==> config.mk <==
export PLATFORM = sky130hd
export DESIGN_NAME = uart_rx
export DESIGN_NICKNAME = d
export VERILOG_FILES = /design/src/rtl/uart_pkg.sv /design/src/rtl/sync_2ff.sv /design/src/rtl/uart_rx.sv
export SDC_FILE = /design/constraint.sdc
export NUM_CORES = 1
export LEC_CHECK = 0
export ABC_AREA = 1
export BUFFER_PORTS_ARGS = -buffer_cell sky130_fd_sc_hd__buf_2
export CAP_MARGIN = 20
export CORE_MARGIN = 3
export CORE_UTILIZATION = 40
export CTS_BUF_LIST = sky130_fd_sc_hd__clkbuf_8
export DETAILED_ROUTE_END_ITERATION = 16
export GPL_TIMING_DRIVEN = 1
export MAX_ROUTING_LAYER = met4
export PLACE_DENSITY_LB_ADDON = 0.2
export REMOVE_ABC_BUFFERS = 1
export SLEW_MARGIN = 40
export SYNTH_ARGS = -nofsm -noshare
export SYNTH_HDL_FRONTEND = slang
export SYNTH_HIERARCHICAL = 1
export SYNTH_SLANG_ARGS = --single-unit
==> constraint.sdc <==
create_clock -name clk -period 1.7 [get_ports clk]
set_input_delay 0.255 -clock clk [delete_from_list [all_inputs] [get_ports clk]]
set_output_delay 0.255 -clock clk [all_outputs]
set_load 0.01 [all_outputs]
==> src/rtl/uart_pkg.sv <==
// Shared UART definitions: frame width, receiver state encoding and the default bit timing.
// Used by both the receive and transmit paths.
package uart_pkg;

    localparam int DATA_BITS            = 8;
    localparam int CLKS_PER_BIT_DEFAULT = 434;  // 50 MHz / 115200 baud

    typedef enum logic [2:0] {
        IDLE,
        START,
        DATA,
        STOP,
        BREAK
    } uart_state_t;

    function automatic logic majority3(input logic a, input logic b, input logic c);
        return (a & b) | (a & c) | (b & c);
    endfunction

endpackage

==> src/rtl/sync_2ff.sv <==
// Two-flop synchroniser for an asynchronous, idle-high input.
// Both flops reset to 1 so a released reset never looks like a falling edge.
module sync_2ff (
    input  logic clk,
    input  logic rst_n,
    input  logic d,
    output logic q
);

    logic meta;

    always_ff @(posedge clk or negedge rst_n) begin
        if (!rst_n) begin
            meta <= 1'b1;
            q    <= 1'b1;
        end else begin
            meta <= d;
            q    <= meta;
        end
    end

endmodule

==> src/rtl/uart_rx.sv <==
// UART receiver (8N1, LSB first) with a one-entry valid/ready holding register.
// Define UART_RX_MAJORITY_EN to use 2-of-3 majority sampling around each sample point.
module uart_rx
    import uart_pkg::*;
#(
    parameter int CLKS_PER_BIT = CLKS_PER_BIT_DEFAULT
) (
    input  logic                 clk,
    input  logic                 rst_n,
    input  logic                 rx,
    output logic [DATA_BITS-1:0] data,
    output logic                 valid,
    input  logic                 ready,
    output logic                 frame_err,
    output logic                 overrun,
    output logic                 busy
);

    localparam int CW = $clog2(CLKS_PER_BIT);
    localparam int IW = $clog2(DATA_BITS);
`ifdef UART_RX_MAJORITY_EN
    localparam int MAJ = 1;
`else
    localparam int MAJ = 0;
`endif
    // With majority voting the start decision lands one cycle later; the data
    // and stop decisions then keep a whole-bit spacing from it.
    localparam logic [CW-1:0] START_TGT = CW'(CLKS_PER_BIT / 2 - 1 + MAJ);
    localparam logic [CW-1:0] BIT_TGT   = CW'(CLKS_PER_BIT - 1);
    localparam logic [IW-1:0] LAST_IDX  = IW'(DATA_BITS - 1);

    uart_state_t          state, state_next;
    logic [CW-1:0]        cnt, cnt_next;
    logic [IW-1:0]        idx, idx_next;
    logic [DATA_BITS-1:0] shreg;
    logic                 rx_s;
    logic                 bit_val;
    logic                 shift_en;
    logic                 load;
    logic                 ferr;

    sync_2ff u_sync (
        .clk   (clk),
        .rst_n (rst_n),
        .d     (rx),
        .q     (rx_s)
    );

`ifdef UART_RX_MAJORITY_EN
    logic [1:0] hist;

    always_ff @(posedge clk or negedge rst_n) begin
        if (!rst_n) begin
            hist <= 2'b11;
        end else begin
            hist <= {hist[0], rx_s};
        end
    end

    assign bit_val = majority3(hist[1], hist[0], rx_s);
`else
    assign bit_val = rx_s;
`endif

    always_ff @(posedge clk or negedge rst_n) begin
        if (!rst_n) begin
            state <= IDLE;
            cnt   <= '0;
            idx   <= '0;
        end else begin
            state <= state_next;
            cnt   <= cnt_next;
            idx   <= idx_next;
        end
    end

    always_comb begin
        state_next = state;
        cnt_next   = cnt;
        idx_next   = idx;
        shift_en   = 1'b0;
        load       = 1'b0;
        ferr       = 1'b0;
        case (state)
            IDLE: begin
                if (!rx_s) begin
                    state_next = START;
                    cnt_next   = '0;
                end
            end
            START: begin
                cnt_next = cnt + CW'(1);
                if (cnt == START_TGT) begin
                    cnt_next   = '0;
                    idx_next   = '0;
                    state_next = bit_val ? IDLE : DATA;
                end
            end
            DATA: begin
                cnt_next = cnt + CW'(1);
                if (cnt == BIT_TGT) begin
                    cnt_next = '0;
                    shift_en = 1'b1;
                    if (idx == LAST_IDX) begin
                        state_next = STOP;
                    end else begin
                        idx_next = idx + IW'(1);
                    end
                end
            end
            STOP: begin
                cnt_next = cnt + CW'(1);
                // Leaving at mid-stop-bit lets an immediately following start bit be caught.
                if (cnt == BIT_TGT) begin
                    cnt_next = '0;
                    if (bit_val) begin
                        load       = 1'b1;
                        state_next = IDLE;
                    end else begin
                        ferr       = 1'b1;
                        state_next = BREAK;
                    end
                end
            end
            BREAK: begin
                if (rx_s) begin
                    state_next = IDLE;
                end
            end
            default: state_next = IDLE;
        endcase
    end

    always_ff @(posedge clk) begin
        if (shift_en) begin
            shreg <= {bit_val, shreg[DATA_BITS-1:1]};
        end
    end

    always_ff @(posedge clk or negedge rst_n) begin
        if (!rst_n) begin
            data      <= '0;
            valid     <= 1'b0;
            frame_err <= 1'b0;
            overrun   <= 1'b0;
        end else begin
            frame_err <= ferr;
            overrun   <= load && valid && !ready;
            if (load) begin
                data  <= shreg;
                valid <= 1'b1;
            end else if (valid && ready) begin
                valid <= 1'b0;
            end
        end
    end

    assign busy = (state != IDLE);

endmodule

==> impl_results.md, run 1 <==
- CTS Root Cell: clkbuf_8
- Register area: 944.7 um2
- Final net count: 249
- CP required: 1.88 ns
- Hold Path Class: input pin to asynchronous set/reset pin
- Leakage: 0.001084 uW
- Synth Instances: 210
- Setup CP Type: register to register
- Hold WS: -0.02604 ns
- CTS tree: yes
- CTS buffer count: 5
- Worst Tran Pin Value: 0.6387 ns
- Ratio of routed vias to standard cells: 4.818
- Area Overhead vs Synth: 19.47%
- Drt drc: 0
- WL/cell: 12.24 um
- Worst-Skew Late Latency: 0.29 ns
- Final setup fails: 0
- First-pass GRT wire length: 5.733 mm
- Peak supply drop: 400.0 uV
- Core Footprint: 0.004202 mm2
- P_sw: 344.6 uW
- Area of the multi-input gates: 802.0 um2
- Worst-path clk slew: 0.08 ns
- Hold_buf cts: 0
- Power share of the clock group: 45.5%
- Num rows: 23
- DPL Wire Length: 2.357 mm
- Period utilization: 92.92%
- Fmax: 633.1 MHz
- Aggregate global routing overflow: 0
- Total wire length: 3.562 mm
- Crit path DAT: 1.76 ns
- Total power: 1665 uW
- R2R cell count: 10
- Number of I/O pins: 16
- Post-synthesis sequential area ratio: 51.50%
- DR vias: 1402
- Number of antenna violations at the first check in global routing: 0
- Post-Place Cells: 276
- Mapped Area: 0.001832 mm2
- CTS Buffer Depth: 2
- Endpoint class of the critical path: register
- PortBufs: 15
- Clk_skew: 0.01163 ns
- GPL Wtd Cong: 0.9018
- Die span in x: 73.67 um
- Syn_area_per_cell: 8.723 um2
- Syn. warnings: 6
- Internal Power: 1321 uW
- Combinational Power Share: 1.0%
- Starting Density: 43.60%
- Failing checks: hold timing
- Final Non-Filler Cells: 291
- Crit path launch type: register
- Sw Share: 20.69%
- Seq pwr share: 53.4%
- Final hold vios: 26
- Number of detailed-route iterations in the first pass: 4
- Status: finished with violations
- H-Tree Depth: 2
- Gr usage total: 14.44%
- Antenna diode count: 0
- Die Height: 73.67 um
- Rel. slew slack: 57.42%
- Synthesized flop and latch total: 36
- Power Density: 760.9 mW/mm2
- Worst Path Max Fanout: 6
- Largest net degree at the start of global routing: 29
- Layout cells sized above 1: 30.71%
- Routed Antenna Nets: 0
- Unique masters post-synth: 26
- Max-capacitance violation count: 0
- Min Clock Period, post-route: 1.580 ns
- Most common cell after layout, fill and taps aside: nand2_1
- Commonest non-fill, non-tap cells in the layout: nand2_1 (55), dfrtp_1 (25), inv_1 (24), nor2_1 (16), nand3_1 (16)
- DRT iter0 DRCs: 85
- # fillers: 390
- Max Slew Vio Count: 0
- DIE AREA: 0.005427 mm2
- CTS Sinks: 36
- Vias in the first global route: 1322
==> synth_stat cells <==
cell / number / share of area, %
nand2_2: 5 / 1.7
nand3_1: 16 / 4.4
inv_1: 26 / 5.3
nand3_2: 1 / 0.55
nor2_1: 18 / 3.7
nor2_4: 3 / 1.8
edfxtp_1: 8 / 13
ha_1: 5 / 3.4
nor2_2: 1 / 0.34
o21ai_1: 5 / 1.4
dfrtp_1: 26 / 36
inv_2: 8 / 1.6
nor3_1: 2 / 0.55
dfstp_2: 2 / 2.9
nand4_1: 2 / 0.68
o21ai_0: 5 / 1.4
nand2_1: 58 / 12
xor2_1: 1 / 0.48
clkinv_2: 1 / 0.27
o211ai_1: 2 / 0.82
o21ai_2: 9 / 4.3
buf_6: 1 / 0.61
nand3_4: 1 / 0.96
nor3_4: 1 / 0.89
nand2_4: 1 / 0.61
nand3b_1: 2 / 0.82
==> logic make-up (layout without fill, tap and decap cells) <==
logic type,Yosys count,count (layout),synth area share [%]
and+or+nand+nor,111,113,28.89
DFF,36,36,51.50
buffers and inverters,36,65,7.855
AOI/OAI and AO/OA,21,21,7.855
adders and majority gates,5,5,3.415
xor gates and xnor gates,1,1,0.4782
==> routing by layer <==
layer  GRT usage (%)  up-vias  wire length [um]
li1                -      723                 -
met1           18.17      646              1727
met2           20.96       24              1576
met3           5.882        9               168
met4           5.030        0                89
met5               -        -                 0
==> what timing repair did <==
item                                    in CTS  in global routing
endpoints found under the setup margin       0                 12
resized for setup                            0                 14
setup buffers                                0                  5
==> worst max-delay path: stages (launching register included) <==
cell and delay [ns]:
dfrtp_1 0.41, inv_2 0.08, ha_2 0.17, nand2_1 0.08
inv_2 0.06, nand2_2 0.06, nor2_4 0.20, buf_6 0.15
nand3_4 0.11, nand2_1 0.10, o21ai_2 0.05
==> power groups by stage <==
| stage | registers (uW) | logic (uW) | clock network [uW] |
|---|---|---|---|
| 5_1_grt | 890 | 20.4 | 816 |
| 4_1_cts | 888 | 19.0 | 769 |
| 2_1_floorplan | 904 | 0.615 | 0 |
| 6_report | 890 | 17.1 | 758 |
| 3_3_place_gp | 905 | 18.7 | 0 |
| 3_5_place_dp | 905 | 19.0 | 0 |
==> registers in the layout, summed over array words and instances (netlist names) <==
name and cells:
cnt 9, data 8, shreg 8, idx 3, state 3, frame_err 1, overrun 1, u_sync/meta 1
u_sync/q 1, valid 1
==> path summary, 6_finish.rpt <==
check / startpoint / endpoint / slack, ns
max in group asynchronous: rst_n / cnt[0] / 1.27
min in group clk: rx / u_sync/meta / 0.07
hold / removal: rst_n / cnt[8] / -0.03
setup / recovery: cnt[1] / data[7] / 0.12
setup reg to reg: cnt[1] / data[7] / 0.12
hold reg to reg: u_sync/meta / u_sync/q / 0.36
==> layout make-up <==
| type | instances | share of cell area [%] |
|---|---|---|
| Inverter | 35 | 6.061 |
| Multi-Input combinational cell | 140 | 36.65 |
| Clock buffer | 5 | 3.145 |
| Clock inverter | 3 | 1.944 |
| Tap cell | 50 | 2.859 |
| Sequential cell | 36 | 43.17 |
| Timing Repair Buffer | 22 | 6.175 |
==> per-stage QoR <==
| stage | worst slack (ns) | setup TNS (ns) | utilization, % | cell area, um2 | hold WS (ns) |
|---|---|---|---|---|---|
| 5_1_grt | -0.02540 | -0.02827 | 52.08 | 2188 | 0.01738 |
| 3_5_place_dp | 0.08654 | 0 | 46.96 | 1973 | 0.3289 |
| 3_3_place_gp | 0.09116 | 0 | 46.96 | 1973 | 0.3245 |
| 6_report | 0.1204 | 0 | 52.08 | 2188 | -0.02604 |
| 2_1_floorplan | 0.08020 | 0 | - | 1821 | -0.04059 |
| 4_1_cts | 0.06433 | 0 | 49.61 | 2085 | 0.01075 |
Power figures use the tool's default switching activity.
==> run 2, diff against run 1 <==
--- a/config.mk
+++ b/config.mk
@@ -8,9 +8,10 @@
 export ABC_AREA = 1
 export BUFFER_PORTS_ARGS = -buffer_cell sky130_fd_sc_hd__buf_2
 export CAP_MARGIN = 20
+export CELL_PAD_IN_SITES_DETAIL_PLACEMENT = 2
+export CELL_PAD_IN_SITES_GLOBAL_PLACEMENT = 2
 export CORE_MARGIN = 3
-export CORE_UTILIZATION = 40
-export CTS_BUF_LIST = sky130_fd_sc_hd__clkbuf_8
+export CORE_UTILIZATION = 32
 export DETAILED_ROUTE_END_ITERATION = 16
 export GPL_TIMING_DRIVEN = 1
 export MAX_ROUTING_LAYER = met4
==> run 2 against run 1 <==
Against the previous run: the flow still finishes with violations (hold timing); worst setup slack worse by 0.015 ns; global-route usage is 1.9 points higher; non-clock buffer count increased by 1; largest cell class unchanged; maximum frequency fell by 0.95%; critical path depth did not move; clock skew fell by 0.0094 ns; clock power is essentially flat; hold slack gained 0.018 ns.
==> impl_results.md, run 2 (same netlist as run 1, synthesis figures left out) <==
- Hold_buf cts: 0 (unchanged)
- Worst R2R Setup Slack: 0.11 ns (-0.02 ns)
- Endpoint class of the critical path: register
- H-Tree Depth: 2 (unchanged)
- Layout cells sized above 1: 29.75% (-0.95 points)
- CTS buffer count: 5 (unchanged)
- First-pass GRT wire length: 7.907 mm (+38%)
- Num rows: 26 (+13%)
- Top Registers: cnt: 9 flops, data: 8 flops, shreg: 8 flops
- Number of detailed-route iterations in the first pass: 4 (unchanged)
- Min Clock Period, post-route: 1.595 ns (+0.01515 ns)
- R2R cell count: 10 (unchanged)
- Met1 wire length: 2.347 mm (+36%)
- DR vias: 1522 (+8.6%)
- RR Startpoint: cnt[1]
- Antenna diode count: 0 (unchanged)
- Area Overhead vs Synth: 20.97%
- PortBufs: 15 (unchanged)
- Max reg flops: 9 (unchanged)
- CTS tree: yes
- Commonest non-fill, non-tap cells in the layout: nand2_1 (55), inv_1 (25), dfrtp_1 (25), nor2_1 (17), nand3_1 (16)
- DIE AREA: 0.006668 mm2 (+23%)
- Final net count: 250 (+0.40%)
- DRT iter0 DRCs: 41 (-52%)
- Die span in x: 81.66 um (+11%)
- Drt drc: 0 (unchanged)
- Post-Place Cells: 298 (+8.0%)
- Clk_skew: 0.002283 ns (-0.009351 ns)
- Fmax: 627.1 MHz (-0.95%)
- Worst Tran Pin Value: 0.6750 ns (+0.03621 ns)
- Worst-Skew Late Latency: 0.29 ns (about the same)
- Failing checks: hold timing
- Area of the multi-input gates: 802.0 um2 (unchanged)
- Status: finished with violations
- Number of antenna violations at the first check in global routing: 0 (unchanged)
- Die Height: 81.66 um (+11%)
- Period utilization: 93.81% (+0.89 points)
- Setup TNS: 0 ns (unchanged)
- GPL Wtd Cong: 0.7379 (-18%)
- Power Density: 752.2 mW/mm2 (-1.2%)
- Most flops, register: cnt
- Final hold vios: 17 (-35%)
- Total wire length: 5.075 mm (+42%)
- Final Non-Filler Cells: 312 (+7.2%)
- Final setup fails: 0 (unchanged)
- Largest net degree at the start of global routing: 29 (unchanged)
- Hold WS: -0.008189 ns (+0.01786 ns)
- Rel. slew slack: 55.00% (-2.4 points)
- Crit path launch type: register
- Ratio of routed vias to standard cells: 4.878 (+1.3%)
- Gr usage total: 16.33% (+1.9 points)
- Critical R2R Capture: cnt[8]
- Placed inst area: 0.002013 mm2 (+2.0%)
- Leakage: 0.001094 uW (+0.91%)
- CTS Root Cell: clkbuf_8
- Max Slew Vio Count: 0 (unchanged)
- Crit path DAT: 1.78 ns (+0.02 ns)
- Peak supply drop: 303.7 uV (-24%)
- DR top layer: met4
- Core Footprint: 0.005335 mm2 (+27%)
- Most common cell after layout, fill and taps aside: nand2_1
- CTS Sinks: 36 (unchanged)
- WL met3: 115 um (-32%)
- Number of I/O pins: 16 (unchanged)
- DPL Wire Length: 3.458 mm (+47%)
- WL/cell: 16.27 um (+33%)
- Worst Path Max Fanout: 5 (-1)
- Routed Antenna Nets: 0 (unchanged)
- CP required: 1.88 ns (about the same)
- CTS Buffer Depth: 2 (unchanged)
- Met2 WL post-DR: 2.549 mm (+62%)
- Hold Path Class: input pin to asynchronous set/reset pin
- Register area: 944.7 um2 (unchanged)
- Fin area: 0.002216 mm2 (+1.3%)
- Setup CP Type: register to register
- Starting Density: 34.33% (-9.3 points)
- # fillers: 621 (+59%)
- Aggregate global routing overflow: 0 (unchanged)
- Worst-path clk slew: 0.07 ns (about the same)
- Max-capacitance violation count: 0 (unchanged)
- Vias in the first global route: 1629 (+23%)
## run 2: cell count changes in the layout (fill, tap and decap cells not counted), sizes merged
cell and change:
buf +1, clkbuf +1, clkinvlp -1
## run 2: cell type report
type | count | share of cell area (%)
Multi-Input combinational cell | 140 | 36.19
Sequential cell | 36 | 42.63
Clock buffer | 6 | 3.275
Tap cell | 70 | 3.953
Inverter | 35 | 6.098
Timing Repair Buffer | 23 | 6.268
Clock inverter | 2 | 1.581
## run 2: worst max path at each step
| stage | startpoint | to | slack [ns] | depth (start not counted) |
|---|---|---|---|---|
| floorplan | cnt[1] | shreg[0] | 0.08 | 6 |
| global placement | cnt[1] | data[3] | 0.05 | 9 |
| detailed placement | cnt[1] | data[1] | 0.06 | 9 |
| CTS | cnt[1] | data[6] | 0.03 | 9 |
| global route | cnt[1] | data[0] | -0.04 | 9 |
| finish | cnt[1] | cnt[8] | 0.11 | 10 |
## run 2: worst max-delay path, cell delays in order, from the launching register on
cell     delay, ns
dfrtp_1       0.42
inv_2         0.09
ha_1          0.14
nand2_1       0.07
inv_1         0.07
nand2_1       0.08
nor2_4        0.18
buf_4         0.15
o21ai_4       0.08
nor2_1        0.15
nor2_1        0.07
## run 2: where the power goes
part           switching [uW]  internal, uW
clock                     323           435
sequential               6.28           884
combinational            14.8          2.88
total                     345          1320
## run 2: per-stage QoR
step | power, uW | util [%] | setup WS, ns
after floorplan | 904.8 | - | 0.08020
after global placement | 924.6 | 37.73 | 0.05071
after detailed placement | 925.1 | 37.73 | 0.05609
after CTS | 1690 | 39.75 | 0.02568
after global routing | 1728 | 41.53 | -0.03555
final | 1667 | 41.53 | 0.1053
## run 2: metal layers
layer / global-route usage [%] / vias to the layer above
li1: - / 726
met1: 19.48 / 772
met2: 27.85 / 19
met3: 3.289 / 5
met4: 4.983 / 0
met5: - / -
## run 2: timing repair
action	CTS	global route
buffers inserted	0	4
gates resized for setup	0	12
endpoints found under the setup margin	0	20
==> run 3, diff against run 2 <==
--- a/config.mk
+++ b/config.mk
@@ -11,7 +11,7 @@
 export CELL_PAD_IN_SITES_DETAIL_PLACEMENT = 2
 export CELL_PAD_IN_SITES_GLOBAL_PLACEMENT = 2
 export CORE_MARGIN = 3
-export CORE_UTILIZATION = 32
+export CORE_UTILIZATION = 36
 export DETAILED_ROUTE_END_ITERATION = 16
 export GPL_TIMING_DRIVEN = 1
 export MAX_ROUTING_LAYER = met4
==> constraint.sdc (replaced) <==
create_clock -name clk -period 1.5 [get_ports clk]
set_input_delay 0.225 -clock clk [delete_from_list [all_inputs] [get_ports clk]]
set_output_delay 0.225 -clock clk [all_outputs]
set_load 0.01 [all_outputs]
==> run 3 against run 2 <==
Against the previous run: the flow finishes with violations (setup timing); sequential share of layout area down 4.4 points; die area down 10%; largest power group unchanged; combinational power up 77%; wire length is 40% higher; core utilization increased by 9.9 points; maximum frequency fell by 4.3%; sequential cell count did not move; global-route usage increased by 10 points.
==> impl_results.md, run 3 (same netlist as run 1, synthesis figures left out) <==
- Max Slew Vio Count: 0 (unchanged)
- Leakage: 0.001205 uW (+10%)
- Finished Core Util: 51.43% (+9.9 points)
- Power Density: 771.1 mW/mm2 (+2.5%)
- Most flops, register: cnt
- DRT iter0 DRCs: 67 (+63%)
- Top Registers: cnt: 9 flops, data: 8 flops, shreg: 8 flops
- Min Clock Period, post-route: 1.666 ns (+0.07094 ns)
- RSZ-0062 raised after global routing: true
- Layout cells sized above 1: 45.70% (+16 points)
- Hold WS: 0.02871 ns (+0.03690 ns)
- Final net count: 264 (+5.6%)
- Antenna diode count: 0 (unchanged)
- Failing checks: setup timing
- Peak supply drop: 329.8 uV (+8.6%)
- Hold Path Class: input pin to register
- Number of detailed-route iterations in the first pass: 4 (unchanged)
- Gr usage total: 26.49% (+10 points)
- DIE AREA: 0.005980 mm2 (-10%)
- Final Non-Filler Cells: 323 (+3.5%)
- Drt drc: 0 (unchanged)
- Number of antenna violations at the first check in global routing: 0 (unchanged)
- Endpoint class of the critical path: register
- Setup TNS: -3.288 ns (-3.288 ns)
- Aggregate global routing overflow: 0 (unchanged)
- Most common cell after layout, fill and taps aside: nand2_1
- DR vias: 1664 (+9.3%)
- Final hold vios: 0 (-17)
- Max-capacitance violation count: 0 (unchanged)
- Total wire length: 7.106 mm (+40%)
- Starting Density: 38.03% (+3.7 points)
- Period utilization: 111.0% (+17 points)
- Worst Path Max Fanout: 8 (+3)
- Largest net degree at the start of global routing: 29 (unchanged)
- Routed Antenna Nets: 0 (unchanged)
- Core Footprint: 0.004817 mm2 (-9.7%)
- WL/cell: 22.00 um (+35%)
- Crit path DAT: 1.68 ns (-0.10 ns)
- First-pass GRT wire length: 11.45 mm (+45%)
- Die span in x: 77.33 um (-5.3%)
- Commonest non-fill, non-tap cells in the layout: nand2_1 (42), dfrtp_1 (24), inv_1 (21), nand2_2 (17), buf_4 (17)
- Crit path launch type: register
- Worst Tran Pin Value: 0.6936 ns (+0.01865 ns)
- Number of I/O pins: 16 (unchanged)
- Area Overhead vs Synth: 35.25%
- Worst R2R Setup Slack: -0.17 ns (-0.27 ns)
- Final setup fails: 31 (+31)
- Post-Place Cells: 304 (+2.0%)
- Die Height: 77.33 um (-5.3%)
- Fmax: 600.4 MHz (-4.3%)
- Num rows: 25 (-3.8%)
- CTS tree: yes
- CTS Root Cell: clkbuf_8
- DPL Wire Length: 3.977 mm (+15%)
- Worst-Skew Late Latency: 0.30 ns (about the same)
- Clk_skew: 0.005108 ns (+0.002825 ns)
- Ratio of routed vias to standard cells: 5.152 (+5.6%)
- Post-Place Setup Slack: -0.1495 ns (-0.2056 ns)
- Worst-path clk slew: 0.08 ns (about the same)
- CTS Sinks: 36 (unchanged)
- Status: finished with violations
- Max reg flops: 9 (unchanged)
- Rel. slew slack: 53.76% (-1.2 points)
- CP required: 1.51 ns (-0.37 ns)
- PortBufs: 15 (unchanged)
- CTS Buffer Depth: 2 (unchanged)
- H-Tree Depth: 2 (unchanged)
- Vias in the first global route: 1956 (+20%)
- Final WS setup: -0.1657 ns (-0.2709 ns)
- CTS buffer count: 5 (unchanged)
- Setup CP Type: register to register
- GPL Wtd Cong: 0.8424 (+14%)
## run 3: cell count changes in the layout (fill, tap and decap cells not counted), moves of 4 or more
cell,delta
nand2_1,-13
buf_4,+10
nand2_2,+9
nor2_1,-6
inv_1,-4
inv_2,+4
nand2_4,+4
nor2_4,+4
## run 3: path summary, 6_finish.rpt
kind / start / end / cells past startpoint
max reg2reg: cnt[1] / shreg[4] / 7
min: rx / u_sync/meta / 1
min in group asynchronous: rst_n / cnt[1] / 2
max: cnt[1] / shreg[4] / 7
max in group asynchronous: rst_n / cnt[3] / 2
min reg2reg: u_sync/meta / u_sync/q / 0
## run 3: cell type report
type / instances / area, um2
Inverter: 35 / 135.1
Sequential cell: 36 / 945.9
Clock buffer: 6 / 72.57
Fill cell: 528 / 2340
Multi-Input combinational cell: 140 / 929.6
Tap cell: 67 / 83.83
Clock inverter: 2 / 35.03
Timing Repair Buffer: 37 / 275.3
## run 3: metrics by stage
step | power [uW] | area [um2]
2_1_floorplan | 1025 | 1821
5_1_grt | 1970 | 2477
4_1_cts | 1911 | 2404
3_3_place_gp | 1048 | 2077
6_report | 1910 | 2477
3_5_place_dp | 1050 | 2077
## run 3: power breakdown
part           leakage (uW)  switching, uW  internal [uW]  total (uW)
Sequential         0.000438           3.49           1000        1000
Combinational      0.000712           24.1           7.13        31.3
Clock             0.0000552            380            494         874
## run 3: what timing repair did
item                       4_1_cts  5_1_grt
hold endpoints to repair        26        0
pin swaps                       14       14
cloned                           2        0
setup endpoints to repair       27       34
setup buffers                    7        1
gates resized for setup         36       20
hold buffers                     1        0
## run 3: per-layer routing
metal  global-route usage, %  part of all wire (%)  up-vias  wire length, um
li1                        -                     -      754                -
met1                   30.64                    42      871             2956
met2                   47.32                    55       21             3890
met3                   4.292                   1.3       18               95
met4                   7.651                   2.3        0              164
met5                       -                     0        -                0
## run 3: critical path, cell delays in order, from the launching register on
cell     delay [ns]
dfrtp_1        0.42
inv_2          0.11
ha_4           0.15
nand2_4        0.07
nor2_2         0.18
nand2_2        0.13
nor2_1         0.15
buf_6          0.16
